**src/rtl/trap_ctrl.sv**
```systemverilog
// trap_ctrl: sequences mepc/mcause/mtval writes and the mtvec/mepc redirect.
// Optional macro TRAP_CTRL_VECTORED_EN enables vectored interrupt targets.
module trap_ctrl #(
    parameter int XLEN = 32
) (
    input  logic            i_clk,
    input  logic            i_rst,
    input  logic            i_exc_valid,
    input  logic [3:0]      i_exc_cause,
    input  logic [XLEN-1:0] i_exc_pc,
    input  logic [XLEN-1:0] i_exc_tval,
    input  logic            i_irq_valid,
    input  logic [3:0]      i_irq_cause,
    input  logic [XLEN-1:0] i_irq_pc,
    input  logic            i_mret,
    input  logic            i_ins_csr_we,
    input  logic            i_ins_csr_re,
    input  logic [3:0]      i_ins_funct3,
    input  logic [11:0]     i_ins_csr_addr,
    input  logic [XLEN-1:0] i_ins_csr_wdata,
    output logic            o_ins_stall,
    output logic [11:0]     o_csr_addr,
    output logic            o_csr_we,
    output logic            o_csr_re,
    output logic [3:0]      o_csr_funct3,
    output logic [XLEN-1:0] o_csr_data,
    input  logic [XLEN-1:0] i_csr_rdata,
    output logic            o_redirect,
    output logic [XLEN-1:0] o_redirect_pc,
    output logic            o_busy
);

    typedef enum logic [2:0] {
        IDLE,
        W_EPC,
        W_CAUSE,
        W_TVAL,
        RD_VEC,
        RD_EPC,
        REDIRECT
    } state_t;

    localparam logic [11:0] MTVEC  = 12'h305;
    localparam logic [11:0] MEPC   = 12'h341;
    localparam logic [11:0] MCAUSE = 12'h342;
    localparam logic [11:0] MTVAL  = 12'h343;
    localparam logic [3:0]  CSRRW  = 4'b0001;

    state_t          state;
    state_t          next;
    logic [XLEN-1:0] pc_q;
    logic [XLEN-1:0] tval_q;
    logic [XLEN-1:0] redirect_pc_q;
    logic [3:0]      cause_q;
    logic            is_irq_q;

    logic            idle;
    logic            take_exc;
    logic            take_irq;
    logic            take_mret;
    logic            accept;
    logic [XLEN-1:0] base;
    logic [XLEN-1:0] target;

    // Requests are gated by reset so the port stays a pure pass-through then.
    assign idle      = (state == IDLE) && !i_rst;
    assign take_exc  = idle && i_exc_valid;
    assign take_irq  = idle && !i_exc_valid && i_irq_valid;
    assign take_mret = idle && !i_exc_valid && !i_irq_valid && i_mret;
    assign accept    = take_exc || take_irq || take_mret;

    assign base = {i_csr_rdata[XLEN-1:2], 2'b00};

    always_comb begin
        target = base;
`ifdef TRAP_CTRL_VECTORED_EN
        if (state == RD_VEC && is_irq_q && i_csr_rdata[1:0] == 2'b01) begin
            target = base + XLEN'({cause_q, 2'b00});
        end
`endif
    end

    always_ff @(posedge i_clk or posedge i_rst) begin
        if (i_rst) begin
            state         <= IDLE;
            pc_q          <= '0;
            tval_q        <= '0;
            cause_q       <= '0;
            is_irq_q      <= 1'b0;
            redirect_pc_q <= '0;
        end else begin
            state <= next;
            if (take_exc) begin
                pc_q     <= i_exc_pc;
                tval_q   <= i_exc_tval;
                cause_q  <= i_exc_cause;
                is_irq_q <= 1'b0;
            end else if (take_irq) begin
                pc_q     <= i_irq_pc;
                tval_q   <= '0;
                cause_q  <= i_irq_cause;
                is_irq_q <= 1'b1;
            end
            // Loaded on the edge into REDIRECT so the strobe and target align.
            if (state == RD_VEC || state == RD_EPC) begin
                redirect_pc_q <= target;
            end
        end
    end

    always_comb begin
        next         = state;
        o_csr_addr   = '0;
        o_csr_we     = 1'b0;
        o_csr_re     = 1'b0;
        o_csr_funct3 = '0;
        o_csr_data   = '0;
        o_ins_stall  = 1'b1;
        o_redirect   = 1'b0;
        unique case (state)
            IDLE: begin
                if (take_exc || take_irq) begin
                    next = W_EPC;
                end else if (take_mret) begin
                    next = RD_EPC;
                end
                if (!accept) begin
                    o_csr_addr   = i_ins_csr_addr;
                    o_csr_we     = i_ins_csr_we;
                    o_csr_re     = i_ins_csr_re;
                    o_csr_funct3 = i_ins_funct3;
                    o_csr_data   = i_ins_csr_wdata;
                    o_ins_stall  = 1'b0;
                end
            end
            W_EPC: begin
                o_csr_addr   = MEPC;
                o_csr_we     = 1'b1;
                o_csr_funct3 = CSRRW;
                o_csr_data   = {pc_q[XLEN-1:2], 2'b00};
                next         = W_CAUSE;
            end
            W_CAUSE: begin
                o_csr_addr   = MCAUSE;
                o_csr_we     = 1'b1;
                o_csr_funct3 = CSRRW;
                o_csr_data   = {is_irq_q, {(XLEN-5){1'b0}}, cause_q};
                next         = W_TVAL;
            end
            W_TVAL: begin
                o_csr_addr   = MTVAL;
                o_csr_we     = 1'b1;
                o_csr_funct3 = CSRRW;
                o_csr_data   = tval_q;
                next         = RD_VEC;
            end
            RD_VEC: begin
                o_csr_addr = MTVEC;
                o_csr_re   = 1'b1;
                next       = REDIRECT;
            end
            RD_EPC: begin
                o_csr_addr = MEPC;
                o_csr_re   = 1'b1;
                next       = REDIRECT;
            end
            REDIRECT: begin
                o_redirect = 1'b1;
                next       = IDLE;
            end
            default: begin
                next = IDLE;
            end
        endcase
    end

    assign o_redirect_pc = redirect_pc_q;
    assign o_busy        = (state != IDLE);

endmodule

```
**config.mk**
```make
export PLATFORM = sky130hd
export DESIGN_NAME = trap_ctrl
export DESIGN_NICKNAME = d
export VERILOG_FILES = /design/src/rtl/trap_ctrl.sv
export SDC_FILE = /design/constraint.sdc
export NUM_CORES = 1
export LEC_CHECK = 0
export ABC_AREA = 1
export BUFFER_PORTS_ARGS = -buffer_cell sky130_fd_sc_hd__buf_4
export CORE_MARGIN = 2
export CORE_UTILIZATION = 49
export DETAILED_ROUTE_END_ITERATION = 8
export PLACE_DENSITY_LB_ADDON = 0.2
export SKIP_CTS_REPAIR_TIMING = 1
export SYNTH_ARGS = -nofsm -noshare
export SYNTH_HDL_FRONTEND = slang
export SYNTH_SLANG_ARGS = --single-unit
```
**constraint.sdc**
```tcl
create_clock -name i_clk -period 5.12 [get_ports i_clk]
set_input_delay 1.024 -clock i_clk [delete_from_list [all_inputs] [get_ports i_clk]]
set_output_delay 1.024 -clock i_clk [all_outputs]
set_load 0.02 [all_outputs]
```
==> impl_metrics.py, run 1 <==
metrics = {
    "status": {
        "status": "finished clean",
    },
    "synth": {
        "synth_top_area_share_pct": 47.5,
        "synth_ff_type": "dfrtp_1",
        "synth_common_cells": "367 x nand2_1, 100 x dfrtp_1, 95 x inv_1, 84 x nand3_1, 27 x a22oi_1",
        "synth_warnings": 0,
        "yosysSeqAreaShare_pct": 47.5,
        "synth.area.top_cells": "dfrtp_1 48%, nand2_1 26%, nand3_1 8.0%",
        "syn_area_per_cell_um2": 6.95,
        "ys_async_sr_fraction_pct": 100,
        "ys_seq_elements": 100,
        "synth_edf_count": 0,
        "synth.distinct_cells": 20,
        "synth_area_mm2": 0.00526,
        "synth.most_common_cell": "nand2_1",
        "yosysTopAreaCell": "dfrtp_1",
        "syn_inst": 757,
    },
    "critical_path": {
        "r2r_cells": 7,
        "worstSetupPathType": "register to output pin",
        "rr_startpoint": "state[1]$_DFFE_PP0P_",
        "end_kind": "output pin",
        "critPathLaunchType": "register",
        "critical_path.max_fanout": 29,
        "crit_required_ns": 4.10,
        "worstPathArrival_ns": 2.73,
        "crit_path_start": "state[1]$_DFFE_PP0P_",
        "rrSetupSlack_ns": 2.64,
        "rr_endpoint": "pc_q[23]$_DFFE_PP0P_",
    },
    "floorplanning": {
        "die_w_um": 108,
        "io_pins": 276,
        "die_area_mm2": 0.0116,
        "core-area_mm2": 0.0104,
        "die_h_um": 108,
        "start_util_pct": 50.8,
        "num_rows": 37,
    },
    "timing": {
        "rsz0062_at_grt": "false",
        "finalMaxSlewViolations": 0,
        "timing.final.crit_share_pct": 73.2,
        "timing.fmax_mhz": 267,
        "hold_viol": 0,
        "finalCriticalPeriod_ns": 3.75,
        "setup_tns_ns": 0,
        "slew-limit-headroom_pct": 28.2,
        "fin_skew_ns": 0.0176,
        "finalSetupViolations": 0,
        "worstMarginPinSlew_ns": 1.08,
    },
    "finish": {
        "ff_latch_area_mm2": 0.00250,
        "postLayoutCellArea_mm2": 0.00749,
        "fillers": 891,
        "multi_input_area_mm2": 0.00222,
        "area_delta_synth_final_pct": 42.4,
        "n_antenna_cell": 0,
        "layout-drive-gt1-share_pct": 29.8,
        "fin_nets": 1189,
    },
    "detailed_routing": {
        "ant_nets": 0,
        "routed_wl_um": 16300,
        "via_per_inst": 4.87,
        "route.vias.total": 5544,
        "routedWlPerCell_um": 14.3,
        "drc": 0,
        "drt_iter0_drc": 259,
        "drt_first_pass_iters": 5,
    },
    "grt": {
        "grt_start_max_net_pins": 64,
        "antenna_found_initial": 0,
        "grt_pass1_vias": 5260,
        "grt_pass1_wl_um": 25600,
        "track_usage_pct": 28.2,
        "overflow": 0,
    },
    "placement": {
        "hpwl_um": 11700,
        "place_congestion": 0.790,
        "dpl-instance-area_mm2": 0.00731,
        "port_buffers": 267,
    },
    "cts": {
        "clk_latency_ns": 0.37,
        "cts_htree_levels": 3,
        "cts_made_buffers": 9,
        "root_buffer": "clkbuf_8",
        "cts_tree": "yes",
        "path_clk_slew_ns": 0.09,
        "cts_sinks": 100,
        "clockBufferDepth": 2,
    },
    "hold_path": {
        "worst_hold_path.num_cells": 2,
        "min_to": "tval_q[28]$_DFFE_PP0P_",
        "worstHoldStart": "tval_q[28]$_DFFE_PP0P_",
        "hp-class": "register to register",
    },
    "pwr": {
        "power.leakage_nw": 4.52,
        "p_per_area_mw_per_mm2": 544,
        "max-vdd-ir-drop_uv": 390,
    },
    "run": {
        "cap_violations": 0,
    },
}
metrics by stage:
step | util (%) | total power [W] | cells | setup slack, ns | hold slack [ns]
2_1_floorplan | - | 0.00269 | 758 | 0.920 | 0.442
3_3_place_gp | 70.5 | 0.00357 | 1123 | 1.45 | 0.454
3_5_place_dp | 70.5 | 0.00362 | 1123 | 1.42 | 0.460
4_1_cts | 72.3 | 0.00410 | 1139 | 1.39 | 0.486
5_1_grt | 72.3 | 0.00439 | 1139 | 1.21 | 0.499
6_report | 72.3 | 0.00408 | 1139 | 1.37 | 0.482
critical path, cell delays in order, from the launching register on:
cell and delay (ns):
dfrtp_1 0.62, nand3_1 0.32, inv_1 0.85, a22oi_1 0.29, nand2_1 0.14, buf_4 0.14
cells by family after synthesis:
group                  synth area share, %
AOI/OAI and AO/OA                     5.40
buffers and inverters                 11.0
DFF                                   47.5
other                               0.0712
and+or+nand+nor                       36.0
worst max path at each step:
stage / end / depth (start not counted) / slack (ns)
2_1_floorplan: cause_q[0]$_DFFE_PP0P_ / 7 / 0.92
3_3_place_gp: o_csr_funct3[2] / 5 / 1.45
3_5_place_dp: o_csr_addr[3] / 5 / 1.42
4_1_cts: o_csr_re / 7 / 1.39
5_1_grt: o_csr_data[29] / 7 / 1.21
6_report: o_csr_data[4] / 5 / 1.37
area by class of cell:
| class | instances | share of cell area [%] |
|---|---|---|
| repair buffers | 273 | 27.4 |
| flip-flops and latches | 100 | 33.4 |
| clock inverters | 7 | 0.801 |
| inverters | 98 | 4.94 |
| multi-input cells | 516 | 29.6 |
| clock buffers | 9 | 1.65 |
| well taps | 136 | 2.27 |
state kept, by name, indices dropped and copies added, names as in the netlist:
register and count:
tval_q 32, o_redirect_pc 30, pc_q 30, cause_q 4
state 3, is_irq_q 1
power by group:
part           internal (W)  total (W)  switching (W)
clock network      0.000184   0.000479       0.000295
registers           0.00115    0.00136       0.000215
logic              0.000856    0.00223        0.00138
layout by cell type (no fill, tap or decap), drive strengths merged:
cell type / synthesis / layout
nand2: 368 / 368
buf: 19 / 273
dfrtp: 100 / 100
inv: 97 / 100
nand3: 84 / 84
a22oi: 27 / 27
nor2: 20 / 20
o21ai: 11 / 11
clkbuf: 25 / 9
a21oi: 3 / 3
clkinvlp: 0 / 3
conb: 1 / 2
clkinv: 1 / 2
o31ai: 1 / 1
metal layers:
| layer | track usage, % | routed length (um) | vias to the layer above |
|---|---|---|---|
| li1 | - | - | 2782 |
| met5 | 0 | 0 | - |
| met3 | 6.42 | 1260 | 26 |
| met1 | 34.8 | 6490 | 2517 |
| met2 | 48.9 | 8140 | 219 |
| met4 | 9.07 | 364 | 0 |
Note: power is estimated with default switching activity, not from simulation.
==> run 2: changes to the inputs <==
--- a/config.mk
+++ b/config.mk
@@ -8,7 +8,7 @@
 export ABC_AREA = 1
 export BUFFER_PORTS_ARGS = -buffer_cell sky130_fd_sc_hd__buf_4
 export CORE_MARGIN = 2
-export CORE_UTILIZATION = 49
+export CORE_UTILIZATION = 41
 export DETAILED_ROUTE_END_ITERATION = 8
 export PLACE_DENSITY_LB_ADDON = 0.2
 export SKIP_CTS_REPAIR_TIMING = 1
==> constraint.sdc (replaced) <==
create_clock -name i_clk -period 3.4 [get_ports i_clk]
set_input_delay 0.68 -clock i_clk [delete_from_list [all_inputs] [get_ports i_clk]]
set_output_delay 0.68 -clock i_clk [all_outputs]
set_load 0.02 [all_outputs]
==> run 2 against run 1 <==
Compared with the run above:
- flip-flop and latch count did not move
- critical path depth increased by 2
- die area up 19%
- sequential share of layout area fell by 1.1 points
- clock skew is 0.0048 ns lower
- non-clock buffer count up 7
- worst hold slack worse by 0.012 ns
- wire length rose by 0.21%
- global-route usage decreased by 4.4 points
- critical path type unchanged
- combinational power is 52% higher
- cell count grew 3.8%
==> impl_metrics.py, run 2 (same netlist as run 1, synthesis figures left out) <==
metrics = {
    "placement": {
        "place_congestion": 0.782,
        "hpwl_um": 11800,
        "port_buffers": 267,
    },
    "floorplanning": {
        "die_h_um": 117,
        "core-area_mm2": 0.0126,
        "die_area_mm2": 0.0138,
        "start_util_pct": 41.9,
        "num_rows": 41,
        "io_pins": 276,
        "die_w_um": 117,
    },
    "finish": {
        "largest_register_ffs": 32,
        "fin_util_pct": 61.7,
        "area_delta_synth_final_pct": 47.3,
        "top_register": "tval_q",
        "layout_common_cells": "367 x nand2_1, 278 x buf_4, 100 x dfrtp_1, 94 x inv_1, 84 x nand3_1",
        "mostFrequentLayoutCell": "nand2_1",
        "fin_nets": 1196,
        "layout-drive-gt1-share_pct": 30.3,
        "n_antenna_cell": 0,
    },
    "hold_path": {
        "hp-class": "register to register",
    },
    "cts": {
        "root_buffer": "clkbuf_16",
        "cts_htree_levels": 3,
        "clockBufferDepth": 2,
        "cts_sinks": 100,
        "clk_latency_ns": 0.35,
        "path_clk_slew_ns": 0.07,
        "cts_made_buffers": 9,
        "cts_tree": "yes",
    },
    "detailed_routing": {
        "via_per_inst": 4.64,
        "routedWlPerCell_um": 13.8,
        "drt_first_pass_iters": 5,
        "drc": 0,
        "ant_nets": 0,
        "routed_wl_um": 16300,
        "drt_iter0_drc": 262,
        "route.vias.total": 5489,
    },
    "timing": {
        "setup_tns_ns": 0,
        "slew-limit-headroom_pct": 51.3,
        "whs_ns": 0.471,
        "timing.fmax_mhz": 322,
        "hold_viol": 0,
        "timing.final.crit_share_pct": 91.5,
        "finalMaxSlewViolations": 0,
        "finalSetupViolations": 0,
        "worstMarginPinSlew_ns": 0.729,
        "rsz0062_at_grt": "false",
        "fin_skew_ns": 0.0128,
        "finalCriticalPeriod_ns": 3.11,
    },
    "pwr": {
        "p_per_area_mw_per_mm2": 845,
        "power.share.combinational_pct": 51.7,
        "seqPwrFrac_pct": 31.3,
        "power.leakage_nw": 4.63,
        "clkPwrFrac_pct": 16.9,
        "max-vdd-ir-drop_uv": 448,
        "netSwitchingFraction_pct": 43.3,
        "switchingPower_w": 0.00284,
        "p_int_w": 0.00372,
    },
    "status": {
        "status": "finished clean",
    },
    "grt": {
        "antenna_found_initial": 0,
        "track_usage_pct": 23.9,
        "grt_pass1_wl_um": 26400,
        "grt_start_max_net_pins": 64,
        "overflow": 0,
        "grt_pass1_vias": 5212,
    },
    "critical_path": {
        "end_kind": "output pin",
        "slowest_stage": "inv_1",
        "cpPeakStageDelay_ns": 0.55,
        "worstPathArrival_ns": 2.43,
        "cp_cell_sequence": "inv_1 -> nand3_1 -> inv_1 -> buf_4 -> a22oi_1 -> nand2_1 -> buf_4",
        "rrSetupSlack_ns": 1.31,
        "crit_required_ns": 2.72,
        "critical_path.max_fanout": 21,
        "worstSetupPathType": "register to output pin",
        "critPathLaunchType": "register",
    },
    "run": {
        "cap_violations": 0,
    },
}
## run 2: cell types whose count changed in the layout (fill, tap and decap cells not counted), sizes merged
cell | previous run | this run
bufinv | 0 | 2
buf | 273 | 280
inv | 100 | 98
## run 2: layer usage
metal | up-vias | GRT usage, % | part of all wire (%)
met5 | - | 0 | 0
met4 | 0 | 6.70 | 1.7
met3 | 18 | 6.96 | 8.2
met2 | 212 | 39.5 | 47
met1 | 2458 | 30.5 | 43
li1 | 2801 | - | -
## run 2: stage by stage
stage,instance area [um2],cells,worst slack (ns),power (W)
finish,7760,1182,0.290,0.00656
global route,7760,1182,0.138,0.00703
CTS,7760,1182,0.279,0.00662
detailed placement,7430,1166,0.576,0.00549
global placement,7430,1166,0.591,0.00543
floorplan,5270,758,0.225,0.00405
## run 2: worst max-delay path: cells and delay by family, from the launching register on
family	cells	cell delay, ns
AOI/OAI and AO/OA	1	0.12
buffers and inverters	4	1.20
DFF	1	0.51
and+or+nand+nor	2	0.23
## run 2: power groups by stage
stage | Combinational [W] | Clock, W | Sequential [W]
3_5_place_dp | 0.00342 | 0 | 0.00207
5_1_grt | 0.00375 | 0.00117 | 0.00212
3_3_place_gp | 0.00338 | 0 | 0.00205
2_1_floorplan | 0.00185 | 0 | 0.00220
4_1_cts | 0.00344 | 0.00113 | 0.00205
6_report | 0.00339 | 0.00111 | 0.00206
## run 2: layout make-up
cell class,count,area [um2]
fill,1226,4810
sequential,100,2500
multi-input combinational,516,2220
timing repair buffer,280,2130
inverter,98,372
clock buffer,9,225
tap,172,215
clock inverter,7,97.6
## run 2: worst paths after layout
| path | cells past startpoint | end | from |
|---|---|---|---|
| max | 7 | o_csr_data[24] | state[1]$_DFFE_PP0P_ |
| min | 2 | o_redirect_pc[20]$_DFFE_PP0P_ | o_redirect_pc[20]$_DFFE_PP0P_ |
| max reg2reg | 8 | cause_q[3]$_DFFE_PP0P_ | state[1]$_DFFE_PP0P_ |
| min reg2reg | 2 | o_redirect_pc[20]$_DFFE_PP0P_ | o_redirect_pc[20]$_DFFE_PP0P_ |
| max in group asynchronous | 4 | o_redirect_pc[2]$_DFFE_PP0P_ | i_rst |
| min in group asynchronous | 3 | tval_q[3]$_DFFE_PP0P_ | i_rst |
==> run 3: changes to the inputs <==
--- a/config.mk
+++ b/config.mk
@@ -6,10 +6,10 @@
 export NUM_CORES = 1
 export LEC_CHECK = 0
 export ABC_AREA = 1
-export BUFFER_PORTS_ARGS = -buffer_cell sky130_fd_sc_hd__buf_4
-export CORE_MARGIN = 2
-export CORE_UTILIZATION = 41
+export CORE_AREA = 2 2 108 110
 export DETAILED_ROUTE_END_ITERATION = 8
+export DIE_AREA = 0 0 110 112
+export DONT_BUFFER_PORTS = 1
 export PLACE_DENSITY_LB_ADDON = 0.2
 export SKIP_CTS_REPAIR_TIMING = 1
 export SYNTH_ARGS = -nofsm -noshare
==> run 3 against run 2 <==
Compared with the run above:
- register-to-register slack got worse by 0.15 ns
- clock power decreased by 5%
- sequential power is 12% higher
- flip-flop and latch count stayed put
- non-clock buffer count down 265
- critical path type unchanged
==> impl_metrics.py, run 3 (same netlist as run 1, synthesis figures left out) <==
metrics = {
    "timing": {
        "finalMaxSlewViolations": 0,
        "timing.final.crit_share_pct": 91.4,
        "timing.fmax_mhz": 322,
        "finalCriticalPeriod_ns": 3.11,
        "slew-limit-headroom_pct": 25.7,
        "rsz0062_at_grt": "false",
        "fin_skew_ns": 0.00533,
        "hold_viol": 0,
        "finalSetupViolations": 0,
        "worstMarginPinSlew_ns": 1.12,
        "setup_tns_ns": 0,
    },
    "cts": {
        "cts_htree_levels": 3,
        "clockBufferDepth": 2,
        "cts_sinks": 100,
        "cts_made_buffers": 9,
        "root_buffer": "clkbuf_16",
        "clk_latency_ns": 0.34,
        "path_clk_slew_ns": 0.07,
        "cts_tree": "yes",
    },
    "finish": {
        "fin_nets": 931,
        "layout-drive-gt1-share_pct": 5.64,
        "layout_common_cells": "366 x nand2_1, 100 x dfrtp_1, 94 x inv_1, 84 x nand3_1, 27 x a22oi_1",
        "area_delta_synth_final_pct": 8.41,
        "largest_register_ffs": 32,
        "fillers": 1123,
        "top_register": "tval_q",
        "mostFrequentLayoutCell": "nand2_1",
        "n_antenna_cell": 0,
    },
    "critical_path": {
        "end_kind": "output pin",
        "crit_required_ns": 2.72,
        "critical_path.max_fanout": 26,
        "worstPathArrival_ns": 2.43,
        "critPathLaunchType": "register",
        "worstSetupPathType": "register to output pin",
    },
    "floorplanning": {
        "die_w_um": 110,
        "die_area_mm2": 0.0123,
        "core-area_mm2": 0.0112,
        "start_util_pct": 47.1,
        "die_h_um": 112,
        "num_rows": 39,
        "io_pins": 276,
    },
    "grt": {
        "grt_start_max_net_pins": 89,
        "track_usage_pct": 23.3,
        "overflow": 0,
        "grt_pass1_vias": 4536,
        "grt_pass1_wl_um": 22100,
        "antenna_found_initial": 0,
    },
    "pwr": {
        "netSwitchingFraction_pct": 47.9,
        "clkPwrFrac_pct": 18.6,
        "power_w": 0.00562,
        "power.share.combinational_pct": 40.2,
        "seqPwrFrac_pct": 41.1,
        "p_per_area_mw_per_mm2": 985,
        "power.leakage_nw": 3.32,
        "max-vdd-ir-drop_uv": 436,
        "switchingPower_w": 0.00269,
        "p_int_w": 0.00293,
    },
    "placement": {
        "place_congestion": 0.764,
        "port_buffers": 0,
        "hpwl_um": 10400,
    },
    "detailed_routing": {
        "routed_wl_um": 14300,
        "route.vias.total": 4614,
        "routedWlPerCell_um": 16.1,
        "ant_nets": 0,
        "drt_first_pass_iters": 4,
        "via_per_inst": 5.20,
        "drt_iter0_drc": 219,
        "drc": 0,
    },
    "hold_path": {
        "hp-class": "primary input to asynchronous set/reset pin",
    },
    "run": {
        "cap_violations": 0,
    },
    "status": {
        "status": "finished clean",
    },
}
## run 3: per-layer routing
layer / vias up / track usage (%) / part of all wire [%]
li1: 2259 / - / -
met1: 2140 / 28.0 / 40
met2: 195 / 41.2 / 51
met3: 20 / 4.39 / 7.0
met4: 0 / 7.76 / 2.0
met5: - / 0 / 0
## run 3: cell type report
type | count | area [um2] | area share [%]
inverter | 98 | 372 | 6.51
timing repair buffer | 15 | 125 | 2.19
tap | 143 | 179 | 3.14
clock inverter | 7 | 83.8 | 1.47
clock buffer | 9 | 225 | 3.95
multi-input combinational | 516 | 2220 | 38.9
sequential | 100 | 2500 | 43.9
## run 3: through the flow
step	cells	utilization (%)	instance area, um2	setup WS [ns]	hold WS [ns]
floorplan	758	-	5270	0.225	0.442
detailed placement	872	48.3	5400	0.375	0.460
CTS	888	51.0	5700	0.195	0.159
global placement	872	48.3	5400	0.474	0.456
finish	888	51.1	5710	0.294	0.163
global route	888	51.1	5710	0.0841	0.175
## run 3: path summary, 6_finish.rpt
| path | start | slack [ns] | endpoint | cells past startpoint |
|---|---|---|---|---|
| setup / recovery | state[1]$_DFFE_PP0P_ | 0.29 | o_csr_data[25] | 6 |
| hold / removal | i_rst | 0.16 | pc_q[29]$_DFFE_PP0P_ | 1 |
| setup reg to reg | state[2]$_DFFE_PP0P_ | 1.16 | pc_q[11]$_DFFE_PP0P_ | 7 |
| hold reg to reg | tval_q[14]$_DFFE_PP0P_ | 0.48 | tval_q[14]$_DFFE_PP0P_ | 2 |
| max in group asynchronous | i_rst | 1.84 | tval_q[22]$_DFFE_PP0P_ | 2 |
| min in group i_clk | i_csr_rdata[22] | 0.45 | o_redirect_pc[22]$_DFFE_PP0P_ | 2 |
## run 3: critical path, cell delays in order (launching register included)
cell      delay [ns]
dfrtp_1         0.55
inv_1           0.16
nand2_2         0.21
clkinv_1        0.50
buf_12          0.37
nand3_1         0.09
nand2_1         0.19
## run 3: power groups by stage
stage	registers (W)	clock network (W)	logic (W)
3_5_place_dp	0.00233	0	0.00229
2_1_floorplan	0.00220	0	0.00185
4_1_cts	0.00231	0.00108	0.00229
6_report	0.00231	0.00105	0.00226
3_3_place_gp	0.00231	0	0.00223
5_1_grt	0.00238	0.00113	0.00257
